[src/rtl/cpu_pkg.sv]
// Shared LSU definitions: FSM state encoding, funct3 constants, error causes
// and the access-size helpers used by the load/store sequencer.
package cpu_pkg;

  typedef enum logic [2:0] {
    LSU_IDLE,
    LSU_REQ,
    LSU_WAIT_RD,
    LSU_DONE,
    LSU_ERR
  } lsu_state_e;

  localparam logic [2:0] F3_B   = 3'b000;
  localparam logic [2:0] F3_H   = 3'b001;
  localparam logic [2:0] F3_W   = 3'b010;
  localparam logic [2:0] F3_D   = 3'b011;
  localparam logic [2:0] F3_BU  = 3'b100;
  localparam logic [2:0] F3_HU  = 3'b101;
  localparam logic [2:0] F3_LWU = 3'b110;

  localparam logic [1:0] ERR_NONE     = 2'b00;
  localparam logic [1:0] ERR_TIMEOUT  = 2'b01;
  localparam logic [1:0] ERR_MISALIGN = 2'b10;
  localparam logic [1:0] ERR_ILLEGAL  = 2'b11;

  function automatic logic [7:0] size_be(input logic [1:0] size);
    logic [7:0] be;
    case (size)
      2'd0:    be = 8'h01;
      2'd1:    be = 8'h03;
      2'd2:    be = 8'h0F;
      default: be = 8'hFF;
    endcase
    return be;
  endfunction

  // Address bits that must be zero for a naturally aligned access of this size.
  function automatic logic [2:0] size_mask(input logic [1:0] size);
    logic [2:0] m;
    case (size)
      2'd0:    m = 3'b000;
      2'd1:    m = 3'b001;
      2'd2:    m = 3'b011;
      default: m = 3'b111;
    endcase
    return m;
  endfunction

endpackage

[src/rtl/lsu_load_align.sv]
// Load return path: picks the addressed lane out of the read doubleword and
// sign- or zero-extends it according to funct3.
module lsu_load_align
  import cpu_pkg::*;
(
  input  logic [63:0] rdata_i,
  input  logic [2:0]  off_i,
  input  logic [2:0]  funct3_i,
  output logic [63:0] data_o
);

  logic [63:0] lane;

  always_comb begin
    lane   = rdata_i >> {off_i, 3'b000};
    data_o = lane;
    case (funct3_i)
      F3_B:    data_o = {{56{lane[7]}},  lane[7:0]};
      F3_H:    data_o = {{48{lane[15]}}, lane[15:0]};
      F3_W:    data_o = {{32{lane[31]}}, lane[31:0]};
      F3_D:    data_o = lane;
      F3_BU:   data_o = {56'd0, lane[7:0]};
      F3_HU:   data_o = {48'd0, lane[15:0]};
      F3_LWU:  data_o = {32'd0, lane[31:0]};
      default: data_o = lane;
    endcase
  end

endmodule

[src/rtl/lsu_ctrl.sv]
// Load/store sequencer between decode and the data-memory bus.
// Build option LSU_MISALIGN_TRAP_EN: trap misaligned accesses instead of force-aligning them.
module lsu_ctrl
  import cpu_pkg::*;
#(
  parameter int unsigned TIMEOUT_CYCLES = 256
) (
  input  logic        clk,
  input  logic        rst,
  input  logic        req_valid,
  input  logic        req_is_load,
  input  logic        req_is_store,
  input  logic [2:0]  req_funct3,
  input  logic [63:0] req_addr,
  input  logic [63:0] req_wdata,
  input  logic [4:0]  req_rd,
  output logic        stall,
  output logic        mem_valid,
  input  logic        mem_ready,
  output logic        mem_we,
  output logic [63:0] mem_addr,
  output logic [7:0]  mem_be,
  output logic [63:0] mem_wdata,
  input  logic        mem_rvalid,
  input  logic [63:0] mem_rdata,
  output logic        wb_valid,
  output logic [4:0]  wb_rd,
  output logic [63:0] wb_data,
  output logic        err,
  output logic [1:0]  err_cause
);

  localparam int unsigned CNT_W = (TIMEOUT_CYCLES > 2) ? $clog2(TIMEOUT_CYCLES) : 1;
  localparam logic [CNT_W-1:0] CNT_LAST = CNT_W'(TIMEOUT_CYCLES - 1);

  lsu_state_e        state_q, state_d;
  logic [CNT_W-1:0]  cnt_q, cnt_d;
  logic              is_load_q, is_load_d;
  logic [2:0]        f3_q, f3_d;
  logic [2:0]        off_q, off_d;
  logic [4:0]        rd_q, rd_d;
  logic              mem_valid_q, mem_valid_d;
  logic              mem_we_q, mem_we_d;
  logic [63:0]       mem_addr_q, mem_addr_d;
  logic [7:0]        mem_be_q, mem_be_d;
  logic [63:0]       mem_wdata_q, mem_wdata_d;
  logic              wb_valid_q, wb_valid_d;
  logic [4:0]        wb_rd_q, wb_rd_d;
  logic [63:0]       wb_data_q, wb_data_d;
  logic              err_q, err_d;
  logic [1:0]        err_cause_q, err_cause_d;

  logic              accept;
  logic              illegal;
  logic              misalign_trap;
  logic              timed_out;
  logic [1:0]        size;
  logic [2:0]        aligned_off;
  logic [63:0]       load_data;

  assign accept      = req_valid & (req_is_load | req_is_store);
  assign size        = req_funct3[1:0];
  assign illegal     = req_is_load ? (req_funct3 == 3'b111) : req_funct3[2];
  assign aligned_off = req_addr[2:0] & ~size_mask(size);
  assign timed_out   = (cnt_q == CNT_LAST);

`ifdef LSU_MISALIGN_TRAP_EN
  assign misalign_trap = |(req_addr[2:0] & size_mask(size));
`else
  assign misalign_trap = 1'b0;
`endif

  lsu_load_align u_align (
    .rdata_i  (mem_rdata),
    .off_i    (off_q),
    .funct3_i (f3_q),
    .data_o   (load_data)
  );

  always_ff @(posedge clk) begin
    if (rst) begin
      state_q     <= LSU_IDLE;
      cnt_q       <= '0;
      is_load_q   <= 1'b0;
      f3_q        <= '0;
      off_q       <= '0;
      rd_q        <= '0;
      mem_valid_q <= 1'b0;
      mem_we_q    <= 1'b0;
      mem_addr_q  <= '0;
      mem_be_q    <= '0;
      mem_wdata_q <= '0;
      wb_valid_q  <= 1'b0;
      wb_rd_q     <= '0;
      wb_data_q   <= '0;
      err_q       <= 1'b0;
      err_cause_q <= '0;
    end else begin
      state_q     <= state_d;
      cnt_q       <= cnt_d;
      is_load_q   <= is_load_d;
      f3_q        <= f3_d;
      off_q       <= off_d;
      rd_q        <= rd_d;
      mem_valid_q <= mem_valid_d;
      mem_we_q    <= mem_we_d;
      mem_addr_q  <= mem_addr_d;
      mem_be_q    <= mem_be_d;
      mem_wdata_q <= mem_wdata_d;
      wb_valid_q  <= wb_valid_d;
      wb_rd_q     <= wb_rd_d;
      wb_data_q   <= wb_data_d;
      err_q       <= err_d;
      err_cause_q <= err_cause_d;
    end
  end

  always_comb begin
    state_d     = state_q;
    cnt_d       = '0;
    is_load_d   = is_load_q;
    f3_d        = f3_q;
    off_d       = off_q;
    rd_d        = rd_q;
    mem_valid_d = mem_valid_q;
    mem_we_d    = mem_we_q;
    mem_addr_d  = mem_addr_q;
    mem_be_d    = mem_be_q;
    mem_wdata_d = mem_wdata_q;
    wb_valid_d  = 1'b0;
    wb_rd_d     = wb_rd_q;
    wb_data_d   = wb_data_q;
    err_d       = 1'b0;
    err_cause_d = err_cause_q;
    stall       = 1'b0;

    case (state_q)
      LSU_IDLE: begin
        if (accept) begin
          stall     = 1'b1;
          is_load_d = req_is_load;
          f3_d      = req_funct3;
          rd_d      = req_rd;
          if (illegal) begin
            state_d     = LSU_ERR;
            err_d       = 1'b1;
            err_cause_d = ERR_ILLEGAL;
          end else if (misalign_trap) begin
            state_d     = LSU_ERR;
            err_d       = 1'b1;
            err_cause_d = ERR_MISALIGN;
          end else begin
            // Low bits are force-aligned here so the bus and load lanes agree.
            state_d     = LSU_REQ;
            off_d       = aligned_off;
            mem_valid_d = 1'b1;
            mem_we_d    = ~req_is_load;
            mem_addr_d  = {req_addr[63:3], 3'b000};
            mem_be_d    = size_be(size) << aligned_off;
            mem_wdata_d = req_wdata << {aligned_off, 3'b000};
          end
        end
      end

      LSU_REQ: begin
        stall = 1'b1;
        cnt_d = cnt_q + CNT_W'(1);
        if (timed_out) begin
          state_d     = LSU_ERR;
          cnt_d       = '0;
          mem_valid_d = 1'b0;
          err_d       = 1'b1;
          err_cause_d = ERR_TIMEOUT;
        end else if (mem_ready) begin
          mem_valid_d = 1'b0;
          if (is_load_q) begin
            state_d = LSU_WAIT_RD;
          end else begin
            state_d = LSU_DONE;
            cnt_d   = '0;
          end
        end
      end

      LSU_WAIT_RD: begin
        stall = 1'b1;
        cnt_d = cnt_q + CNT_W'(1);
        if (timed_out) begin
          state_d     = LSU_ERR;
          cnt_d       = '0;
          err_d       = 1'b1;
          err_cause_d = ERR_TIMEOUT;
        end else if (mem_rvalid) begin
          state_d    = LSU_DONE;
          cnt_d      = '0;
          wb_valid_d = 1'b1;
          wb_rd_d    = rd_q;
          wb_data_d  = load_data;
        end
      end

      LSU_DONE: begin
        state_d = LSU_IDLE;
      end

      LSU_ERR: begin
        state_d     = LSU_IDLE;
        err_cause_d = ERR_NONE;
      end

      default: begin
        state_d = LSU_IDLE;
      end
    endcase
  end

  assign mem_valid = mem_valid_q;
  assign mem_we    = mem_we_q;
  assign mem_addr  = mem_addr_q;
  assign mem_be    = mem_be_q;
  assign mem_wdata = mem_wdata_q;
  assign wb_valid  = wb_valid_q;
  assign wb_rd     = wb_rd_q;
  assign wb_data   = wb_data_q;
  assign err       = err_q;
  assign err_cause = err_cause_q;

endmodule

[config.mk]
export PLATFORM = sky130hd
export DESIGN_NAME = lsu_ctrl
export DESIGN_NICKNAME = d
export VERILOG_FILES = /design/src/rtl/cpu_pkg.sv /design/src/rtl/lsu_load_align.sv /design/src/rtl/lsu_ctrl.sv
export SDC_FILE = /design/constraint.sdc
export NUM_CORES = 1
export LEC_CHECK = 0
export CAP_MARGIN = 20
export CORE_MARGIN = 2
export CORE_UTILIZATION = 45
export DETAILED_ROUTE_END_ITERATION = 8
export PLACE_DENSITY = 0.82
export SLEW_MARGIN = 20
export SYNTH_ARGS = -nofsm -noshare
export SYNTH_HDL_FRONTEND = slang
export SYNTH_HIERARCHICAL = 1
export SYNTH_SLANG_ARGS = --single-unit
export TNS_END_PERCENT = 100
[constraint.sdc]
create_clock -name clk -period 2.5 [get_ports clk]
set_input_delay 0.25 -clock clk [delete_from_list [all_inputs] [get_ports clk]]
set_output_delay 0.25 -clock clk [all_outputs]
set_load 0.1 [all_outputs]
==> results_dict.tcl, run 1 <==
set metrics [dict create \
    hold_path.class "input port to flop" \
    path_buf_inv 3 \
    cp_max_fo 14 \
    synth_top_family_by_area "simple AND/OR/NAND/NOR gates" \
    period_minus_slack_ns 2.29 \
    avgRoutedWirePerCell_um 20.6 \
    worstHoldEndpoint "wb_data[13]" \
    cts_buffers 26 \
    synthAdderAreaFrac_pct 0.105 \
    p_clk_share_pct 31.3 \
    path_cells "buf_4 > nor3_1 > nand2_1 > buf_4 > o21ai_1 > buf_12" \
    hp-start "rst" \
    reg2reg_from "off_q[1]" \
    rows 59 \
    vdd_drop_max_mv 0.713 \
    fmaxAchievable_mhz 437 \
    clockBufferDepth 3 \
    swShare_pct 39.3 \
    async_flop_share_pct 0 \
    post-route-period-util_pct 91.5 \
    worst_slew_pin_slew_ns 0.884 \
    worst-setup-path-type "flop to primary output" \
    fin_cells 2137 \
    ys_seq_area_share_pct 38.8 \
    cts_setup_buffers 0 \
    cpLargestDelayFamily "buffers and inverters" \
    hold_depth 2 \
    cp-end-kind "primary output" \
    cts_resized 0 \
    dp.cells 2087 \
    grt_usage_pct 30.3 \
    drt-total-wl_mm 44.1 \
    cts_hold_buf 0 \
    tns_ns 0 \
    path_clk_slew_ns 0.06 \
    synth_cell_types 62 \
    postRouteAntennaNets 0 \
    ys_warn_count 6 \
    antenna_found_initial 3 \
    syn2layout_area_growth_pct 42.1 \
    synthesis.area_um2 11900 \
    dieArea_um2 27800 \
    portBuffers 415 \
    internal_power_w 0.00774 \
    dieWidth_um 167 \
    cts_tree "yes" \
    power.density_nw_per_um2 752 \
    worstSetupStartpointType "flop" \
    drive_gt1_share_pct 23.0 \
    r2r-end "wb_data[44]" \
    ioPinCount 419 \
    hold_viol_final 0 \
    p_sw_w 0.00501 \
    combinationalPowerShare_pct 36.1 \
    grt_max_degree 78 \
    grt_pass1_wl_mm 67.6 \
    outcome "complete, no violations" \
    drtIter0Drc 1093 \
    cts_htree_levels 1 \
    grt_pass1_vias 12100 \
    yosys-mux-area-fraction_pct 17.7 \
    first_pass_iters 5 \
    synth_compound_area_share_pct 15.8 \
    synth_edf_count 0 \
    num_vias 12700 \
    die_y_um 167 \
    worst-path-stages 6 \
    worst-r2r-setup-slack_ns 0.21 \
    start_util_pct 45.8 \
    required_ns 2.25 \
    skew_ns 0.0107 \
    core_area_um2 26100 \
    synth_cells 1398 \
    synth_top_flop_cell "dfxtp_1" \
    maxSlewHeadroom_pct 40.9 \
    postLayoutCoreUtil_pct 65.1 \
    root_buffer "clkbuf_16" \
    cap_violations 0 \
    rsz0062_at_grt "false" \
    clk_latency_ns 0.53 \
    synth-simple-area-share_pct 21.5 \
    gp_congestion 0.918 \
    clkSinkCount 231 \
    worstPathArrival_ns 2.04 \
    leakage_nw 6.61 \
    slew_viol_final 0 \
    synth_xor_area_share_pct 0.514 \
    reg2regPathDepth 8 \
    worst_path_most_repeated_cell "buf_4" \
    syn_avg_cell_area_um2 8.53 \
    ys_ff_latch 231 \
    setup_viol 0 \
    slowest_delay_ns 0.31 \
    grt_overflow 0 \
    via_per_inst 5.93 \
    layout.nets 1988 \
    place_hpwl_mm 32.9 \
    seqPwrFrac_pct 32.6 \
    drc 0 \
    slowest_stage "dfxtp_1" \
]
## routing by layer
metal,share of wire (%),up-vias,wire length [um],global-route usage (%)
met3,11,151,4790,8.39
met1,36,5952,15900,36.1
met4,5.8,0,2550,15.3
met2,47,846,20900,50.3
li1,-,5718,-,-
met5,0,-,0,0
## logic make-up after synthesis
logic type	Yosys count
AND/OR/NAND/NOR	589
AO/OA/AOI/OAI	304
flip-flops	231
buffers and inverters	144
multiplexers	121
XOR/XNOR	7
adder cells (fa/ha/maj)	1
other	1
## power by group through the flow
stage / logic [W] / clock network [W] / registers (W)
after detailed placement: 0.00457 / 0 / 0.00423
after floorplan: 0.00148 / 0 / 0.00597
after global routing: 0.00481 / 0.00420 / 0.00419
after global placement: 0.00452 / 0 / 0.00422
after CTS: 0.00458 / 0.00406 / 0.00415
final: 0.00460 / 0.00399 / 0.00416
## synthesized netlist by cell type (13+ instances only)
master | count | area (um2)
a21oi_1 | 156 | 781
a22oi_1 | 32 | 240
buf_2 | 43 | 215
clkbuf_1 | 68 | 255
dfxtp_1 | 231 | 4620
mux2i_1 | 45 | 450
mux4_2 | 71 | 1600
nand2_1 | 403 | 1510
nand3_1 | 17 | 85.1
nand4_1 | 33 | 206
nor2_1 | 61 | 229
nor3_1 | 13 | 65.1
o21ai_0 | 36 | 180
o2bb2ai_1 | 16 | 140
## layout by cell type (no fill, tap or decap), types with 10 or more instances in the layout
cell | netlist | layout
dfxtp_1 | 231 | 229
nor2_1 | 61 | 59
a21oi_1 | 156 | 156
nand2_1 | 403 | 403
inv_1 | 10 | 10
nor2b_1 | 10 | 10
buf_12 | 0 | 11
o2bb2ai_1 | 16 | 16
a22oi_1 | 32 | 32
clkdlybuf4s50_1 | 0 | 205
nand3_1 | 17 | 17
mux2i_1 | 45 | 45
buf_4 | 6 | 268
clkbuf_16 | 0 | 27
nand4_1 | 33 | 33
nor3_1 | 13 | 13
o21ai_0 | 36 | 35
a22o_1 | 11 | 11
o211ai_1 | 12 | 12
mux4_2 | 71 | 71
## state kept, by name (all words and copies together) (netlist names)
signal and cells:
rd_q 5, is_load_q 1, state_q 3, mem_addr 61, mem_we 1, err 1
wb_data 64, err_cause 2, mem_valid 1, wb_valid 1, mem_be 8, off_q 3
mem_wdata 64, f3_q 3, cnt_q 8, wb_rd 5
## stage by stage
step	hold slack, ns	power, W	setup WS, ns	area, um2
3_3_place_gp	0.426	0.00874	0.136	16000
3_5_place_dp	0.434	0.00879	0.0842	16000
6_report	0.134	0.0128	0.213	17000
4_1_cts	0.110	0.0128	0.191	16900
2_1_floorplan	0.376	0.00745	0.294	11900
5_1_grt	0.140	0.0132	0.122	16900
## how the worst max path moves through the flow
| stage | from | endpoint |
|---|---|---|
| floorplan | state_q[0] | stall |
| global placement | req_funct3[0] | mem_wdata[56] |
| detailed placement | req_funct3[0] | mem_wdata[62] |
| CTS | state_q[1] | stall |
| global route | state_q[1] | stall |
| finish | state_q[1] | stall |
## layout make-up
type                    count  area, um2
diodes                      3       7.51
clock buffers              38        767
clock inverters             9        131
fillers                  2117       9100
inverters                  11       41.3
multi-input cells        1025       6660
flip-flops and latches    231       4630
well taps                 335        419
repair buffers            485       4300
Power figures use the tool's default switching activity.
==> run 2, diff against run 1 <==
==> constraint.sdc (replaced) <==
create_clock -name clk -period 2.5 [get_ports clk]
set_input_delay 0.625 -clock clk [delete_from_list [all_inputs] [get_ports clk]]
set_output_delay 0.625 -clock clk [all_outputs]
set_load 0.1 [all_outputs]
==> run 2 against run 1 <==
Die area unchanged. Routed wire length up 2.5%. Largest cell class unchanged. Critical endpoint unchanged. Critical path depth down 1. Global-route usage up 0.70 points. Largest power group unchanged. Sequential share of layout area down 0.62 points. Critical path type is now input port to primary output. Highest routed layer unchanged.
==> results_dict.tcl, run 2 (same netlist as run 1, synthesis figures left out) <==
set metrics [dict create \
    outcome "complete, no violations" \
    rsz0062_at_grt "false" \
    first_pass_iters 7 \
    highest-signal-layer "met4" \
    worst-r2r-setup-slack_ns 0.28 \
    layout.nets 2038 \
    cts_buffers 26 \
    cap_violations 0 \
    avgRoutedWirePerCell_um 20.7 \
    dieArea_um2 27800 \
    seqPwrFrac_pct 32.4 \
    leakage_nw 6.86 \
    worstHoldEndpoint "mem_be[7]" \
    grt_pass1_wl_mm 69.6 \
    grt_overflow 0 \
    combinationalPowerShare_pct 36.9 \
    cts_tree "yes" \
    reg2reg_from "off_q[1]" \
    drive_gt1_share_pct 25.2 \
    ioPinCount 419 \
    hold_depth 2 \
    antenna_found_initial 1 \
    period_minus_slack_ns 2.45 \
    path_clk_slew_ns 0.06 \
    cp-end-kind "primary output" \
    post-route-period-util_pct 97.9 \
    drtIter0Drc 1333 \
    reg2regPathDepth 7 \
    tns_ns 0 \
    worstSetupStartpointType "input port" \
    hold_path.class "input port to flop" \
    final_cell_mix "402 x nand2_1, 315 x buf_4, 229 x dfxtp_1, 205 x clkdlybuf4s50_1, 156 x a21oi_1" \
    clkSinkCount 231 \
    postRouteAntennaNets 0 \
    core_area_um2 26100 \
    drt-total-wl_mm 45.2 \
    fmaxAchievable_mhz 408 \
    syn2layout_area_growth_pct 45.4 \
    hold_viol_final 0 \
    slew_viol_final 0 \
    grt_pass1_vias 12600 \
    maxSlewHeadroom_pct 50.3 \
    cts_hold_buf 0 \
    dp.cells 2137 \
    worst-setup-path-type "input port to primary output" \
    vdd_drop_max_mv 0.623 \
    drt-met1-wl_mm 15.5 \
    r2r-end "wb_data[52]" \
    hp-start "rst" \
    rows 59 \
    portBuffers 415 \
    gp_congestion 0.948 \
    root_buffer "clkbuf_16" \
    swShare_pct 39.5 \
    cts_htree_levels 1 \
    grt_usage_pct 31.0 \
    start_util_pct 45.8 \
    clk_latency_ns 0.54 \
    setup_viol 0 \
    required_ns 1.88 \
    dieWidth_um 167 \
    die_y_um 167 \
    fin_cells 2184 \
    final_common_cell "nand2_1" \
    cp_max_fo 4 \
    skew_ns 0.0187 \
    clockBufferDepth 3 \
    wl_met2_mm 21.4 \
    hold_ws_ns 0.331 \
    via_per_inst 5.93 \
    cts_setup_buffers 0 \
    drc 0 \
    fillers 2030 \
    p_clk_share_pct 30.7 \
    grt_max_degree 85 \
    worstPathArrival_ns 1.82 \
    total_power_w 0.0129 \
    internal_power_w 0.00779 \
    postLayoutCoreUtil_pct 66.6 \
    place_hpwl_mm 33.8 \
    worst_slew_pin_slew_ns 0.745 \
    wl_met3_mm 5.31 \
    power.density_nw_per_um2 741 \
    num_vias 13000 \
    p_sw_w 0.00507 \
]
==> run 2: how the worst max path moves through the flow <==
stage          cells past startpoint     startpoint  slack, ns       endpoint
6_report                           5    req_is_load       0.05          stall
5_1_grt                            5    req_is_load       0.01          stall
4_1_cts                            4     state_q[2]       0.02          stall
3_5_place_dp                       8  req_funct3[1]      -0.36  mem_wdata[22]
3_3_place_gp                       8  mem_rdata[63]      -0.27    wb_data[52]
2_1_floorplan                      5    req_is_load       0.12          stall
==> run 2: layer usage <==
layer,vias up,global-route usage (%)
met5,-,0
met4,0,17.1
met3,220,8.34
met2,889,52.0
met1,6030,36.1
li1,5821,-
==> run 2: cell type report <==
| class | instances | area, um2 | share of cell area [%] |
|---|---|---|---|
| repair buffers | 535 | 4710 | 27.1 |
| diodes | 2 | 5.00 | 0.0288 |
| flip-flops and latches | 231 | 4630 | 26.7 |
| clock buffers | 34 | 701 | 4.04 |
| clock inverters | 11 | 169 | 0.974 |
| well taps | 335 | 419 | 2.42 |
| multi-input cells | 1025 | 6680 | 38.5 |
| inverters | 11 | 41.3 | 0.238 |
==> run 2: critical path, stage by stage <==
cell	delay [ns]
clkdlybuf4s50_1	0.54
o21a_1	0.21
nand2_2	0.12
o21ai_2	0.12
buf_12	0.20
==> run 2: timing repair <==
action / CTS / global route
pin swaps: 0 / 1
resized for setup: 1 / 2
setup endpoints to repair: 1 / 5
==> run 2: stage by stage <==
stage / worst slack, ns / area, um2
after floorplan: 0.123 / 11900
after global placement: -0.270 / 16500
after detailed placement: -0.358 / 16500
after CTS: 0.0191 / 17300
after global routing: 0.0115 / 17300
final: 0.0516 / 17300
==> run 2: power groups by stage <==
stage / registers (W) / clock network, W / logic (W)
2_1_floorplan: 0.00597 / 0 / 0.00149
3_3_place_gp: 0.00422 / 0 / 0.00464
3_5_place_dp: 0.00423 / 0 / 0.00469
4_1_cts: 0.00416 / 0.00400 / 0.00471
5_1_grt: 0.00419 / 0.00414 / 0.00495
6_report: 0.00416 / 0.00395 / 0.00475
==> run 3, diff against run 2 <==
--- a/config.mk
+++ b/config.mk
@@ -5,11 +5,13 @@
 export SDC_FILE = /design/constraint.sdc
 export NUM_CORES = 1
 export LEC_CHECK = 0
+export ABC_AREA = 1
 export CAP_MARGIN = 20
 export CORE_MARGIN = 2
 export CORE_UTILIZATION = 45
+export CTS_BUF_LIST = sky130_fd_sc_hd__clkbuf_16
 export DETAILED_ROUTE_END_ITERATION = 8
-export PLACE_DENSITY = 0.82
+export PLACE_DENSITY = 0.81
 export SLEW_MARGIN = 20
 export SYNTH_ARGS = -nofsm -noshare
 export SYNTH_HDL_FRONTEND = slang
==> run 3 against run 2 <==
Sequential share of layout area is 0.32 points lower. First-iteration DRC count is 1.9% higher. Core utilization is 3.4 points lower. Worst setup slack better by 0.091 ns. Final cell count is 26% higher. Design area is 1.1% higher. Global-route usage is 0.75 points lower. Combinational power is 11% higher. Register-to-register slack better by 0.24 ns. Synthesized cell count is 43% higher. Die area is 6.4% higher. Largest power group unchanged.
==> results_dict.tcl, run 3 <==
set metrics [dict create \
    cp_max_fo 3 \
    worstPathArrival_ns 1.73 \
    maxSlewHeadroom_pct 43.0 \
    reg2regPathDepth 8 \
    synth_cell_types 39 \
    postRouteAntennaNets 0 \
    portBuffers 415 \
    reg2reg_from "cnt_q[0]" \
    grt_overflow 0 \
    hold_path.class "flop to flop" \
    postLayoutCoreUtil_pct 63.2 \
    drt-total-wl_mm 47.2 \
    cp-end-kind "primary output" \
    fin_cells 2742 \
    dieWidth_um 172 \
    grt_pass1_wl_mm 70.0 \
    clkSinkCount 231 \
    worstSetupStartpointType "input port" \
    antenna_found_initial 4 \
    worstSetupStartpoint "req_is_load" \
    grt_usage_pct 30.3 \
    gp_congestion 1.00 \
    fmaxAchievable_mhz 424 \
    synth_top_cells_by_area "dfxtp_1 36%, nand2_1 19%, nand3_1 9.9%, a21oi_1 8.2%, inv_1 5.4%" \
    worst_slew_pin_slew_ns 0.856 \
    rows 61 \
    synth_edf_count 0 \
    grt_max_degree 77 \
    worst_path_most_repeated_cell "nand2_1" \
    clockBufferDepth 3 \
    dieArea_um2 29600 \
    cap_violations 0 \
    final_common_cell "nand2_1" \
    worstHoldEndpoint "wb_data[7]" \
    synthesis.area_um2 12700 \
    skew_ns 0.0133 \
    avgRoutedWirePerCell_um 17.2 \
    path_buf_inv 2 \
    synth_top_flop_cell "dfxtp_1" \
    outcome "complete, no violations" \
    wl_met2_mm 22.3 \
    rsz0062_at_grt "false" \
    cts_htree_levels 1 \
    root_buffer "clkbuf_16" \
    slew_viol_final 0 \
    wl_met3_mm 4.21 \
    first_pass_iters 6 \
    cts_buffers 27 \
    grt_pass1_vias 13200 \
    layout.nets 2549 \
    post-route-period-util_pct 94.3 \
    drc 0 \
    path_cells "clkdlybuf4s50_1 > nor2_1 > nor2_2 > nand2_1 > nand2_1 > buf_12" \
    synth_area_leader_cell "dfxtp_1" \
    ys_seq_area_share_pct 36.4 \
    worst-setup-path-type "input port to primary output" \
    multi_input_area_um2 6560 \
    place_hpwl_mm 35.1 \
    final_cell_mix "644 x nand2_1, 252 x nand3_1, 244 x buf_4, 230 x dfxtp_1, 208 x a21oi_1" \
    cpLargestDelayFamily "buffers and inverters" \
    r2r-end "wb_data[56]" \
    ys_warn_count 6 \
    synth.most_common_cell "nand2_1" \
    start_util_pct 45.8 \
    synthTopCellsByCount "645 x nand2_1, 252 x nand3_1, 231 x dfxtp_1, 208 x a21oi_1, 182 x inv_1" \
    synth_top_cell_area_share_pct 36.4 \
    clk_latency_ns 0.53 \
    hold_depth 2 \
    slowest_stage "clkdlybuf4s50_1" \
    fillers 2569 \
    power.density_nw_per_um2 765 \
    period_minus_slack_ns 2.36 \
    drtIter0Drc 1358 \
    synth_cells 1993 \
    ff_latch_area_um2 4630 \
    dp.cells 2689 \
    vdd_drop_max_mv 0.616 \
    drive_gt1_share_pct 15.0 \
    syn_avg_cell_area_um2 6.38 \
    die_y_um 172 \
    cts_tree "yes" \
    via_per_inst 5.32 \
    drt-met1-wl_mm 17.6 \
    core_area_um2 27800 \
    ioPinCount 419 \
    syn2layout_area_growth_pct 38.1 \
    worst-r2r-setup-slack_ns 0.52 \
    async_flop_share_pct 0 \
    hold_viol_final 0 \
    ys_ff_latch 231 \
    required_ns 1.88 \
    slowest_delay_ns 0.51 \
    num_vias 14600 \
    hp-start "wb_data[7]" \
    path_clk_slew_ns 0.06 \
    leakage_nw 8.08 \
    setup_viol 0 \
    highest-signal-layer "met4" \
]
[run 3: tightest hold or removal path: stages (launching register included)]
cell and delay, ns:
dfxtp_1 0.30, inv_1 0.04, a21oi_1 0.05
[run 3: where the power goes]
| group | switching, W | leakage, nW | internal (W) |
|---|---|---|---|
| combinational | 0.00383 | 5.76 | 0.00142 |
| clock | 0.00161 | 0.440 | 0.00237 |
| sequential | 0.000200 | 1.88 | 0.00399 |
[run 3: cell type report]
class / count / area share (%)
repair buffers: 469 / 24.4
well taps: 378 / 2.70
clock inverters: 21 / 1.19
inverters: 191 / 4.10
multi-input cells: 1421 / 37.4
diodes: 4 / 0.0570
flip-flops and latches: 231 / 26.4
clock buffers: 27 / 3.85
[run 3: metrics by stage]
stage / TNS (ns) / hold slack, ns / power [W] / cell area (um2) / setup slack (ns)
2_1_floorplan: 0 / 0.413 / 0.00804 / 12700 / 0.195
3_3_place_gp: -1.25 / 0.424 / 0.00943 / 16600 / -0.0459
3_5_place_dp: -1.68 / 0.438 / 0.00948 / 16600 / -0.0878
4_1_cts: 0 / 0.447 / 0.0134 / 17500 / 0.0664
5_1_grt: 0 / 0.464 / 0.0140 / 17500 / 0.0679
6_report: 0 / 0.442 / 0.0134 / 17500 / 0.142
[run 3: layer usage]
layer	GRT usage [%]	vias to the layer above
met1	34.8	6569
met2	51.7	725
met4	17.8	0
met3	6.59	150
li1	-	7140
met5	0	-
[run 3: worst max path at each step]
| stage | depth (start not counted) | slack [ns] | to |
|---|---|---|---|
| finish | 6 | 0.14 | stall |
| global route | 6 | 0.07 | stall |
| CTS | 6 | 0.07 | stall |
| detailed placement | 10 | -0.09 | mem_addr[58] |
| global placement | 10 | -0.05 | mem_addr[10] |
| floorplan | 4 | 0.20 | stall |
[run 3: what timing repair did]
action | 4_1_cts | 5_1_grt
hold endpoints to repair | 0 | 0
buffers inserted | 0 | 1
endpoints found under the setup margin | 0 | 1
resized for setup | 0 | 0
hold buffers | 0 | 0
[run 3: kinds of logic (layout without fill, tap and decap cells)]
group,Yosys count,in the layout,share of synthesized area (%)
other,1,7,0.0295
flip-flops,231,231,36.4
buffers and inverters,343,708,12.2
AO/OA/AOI/OAI,380,380,15.3
multiplexers,3,3,0.236
AND/OR/NAND/NOR,1029,1029,35.4
XOR/XNOR,5,5,0.345
adder cells (fa/ha/maj),1,1,0.0984
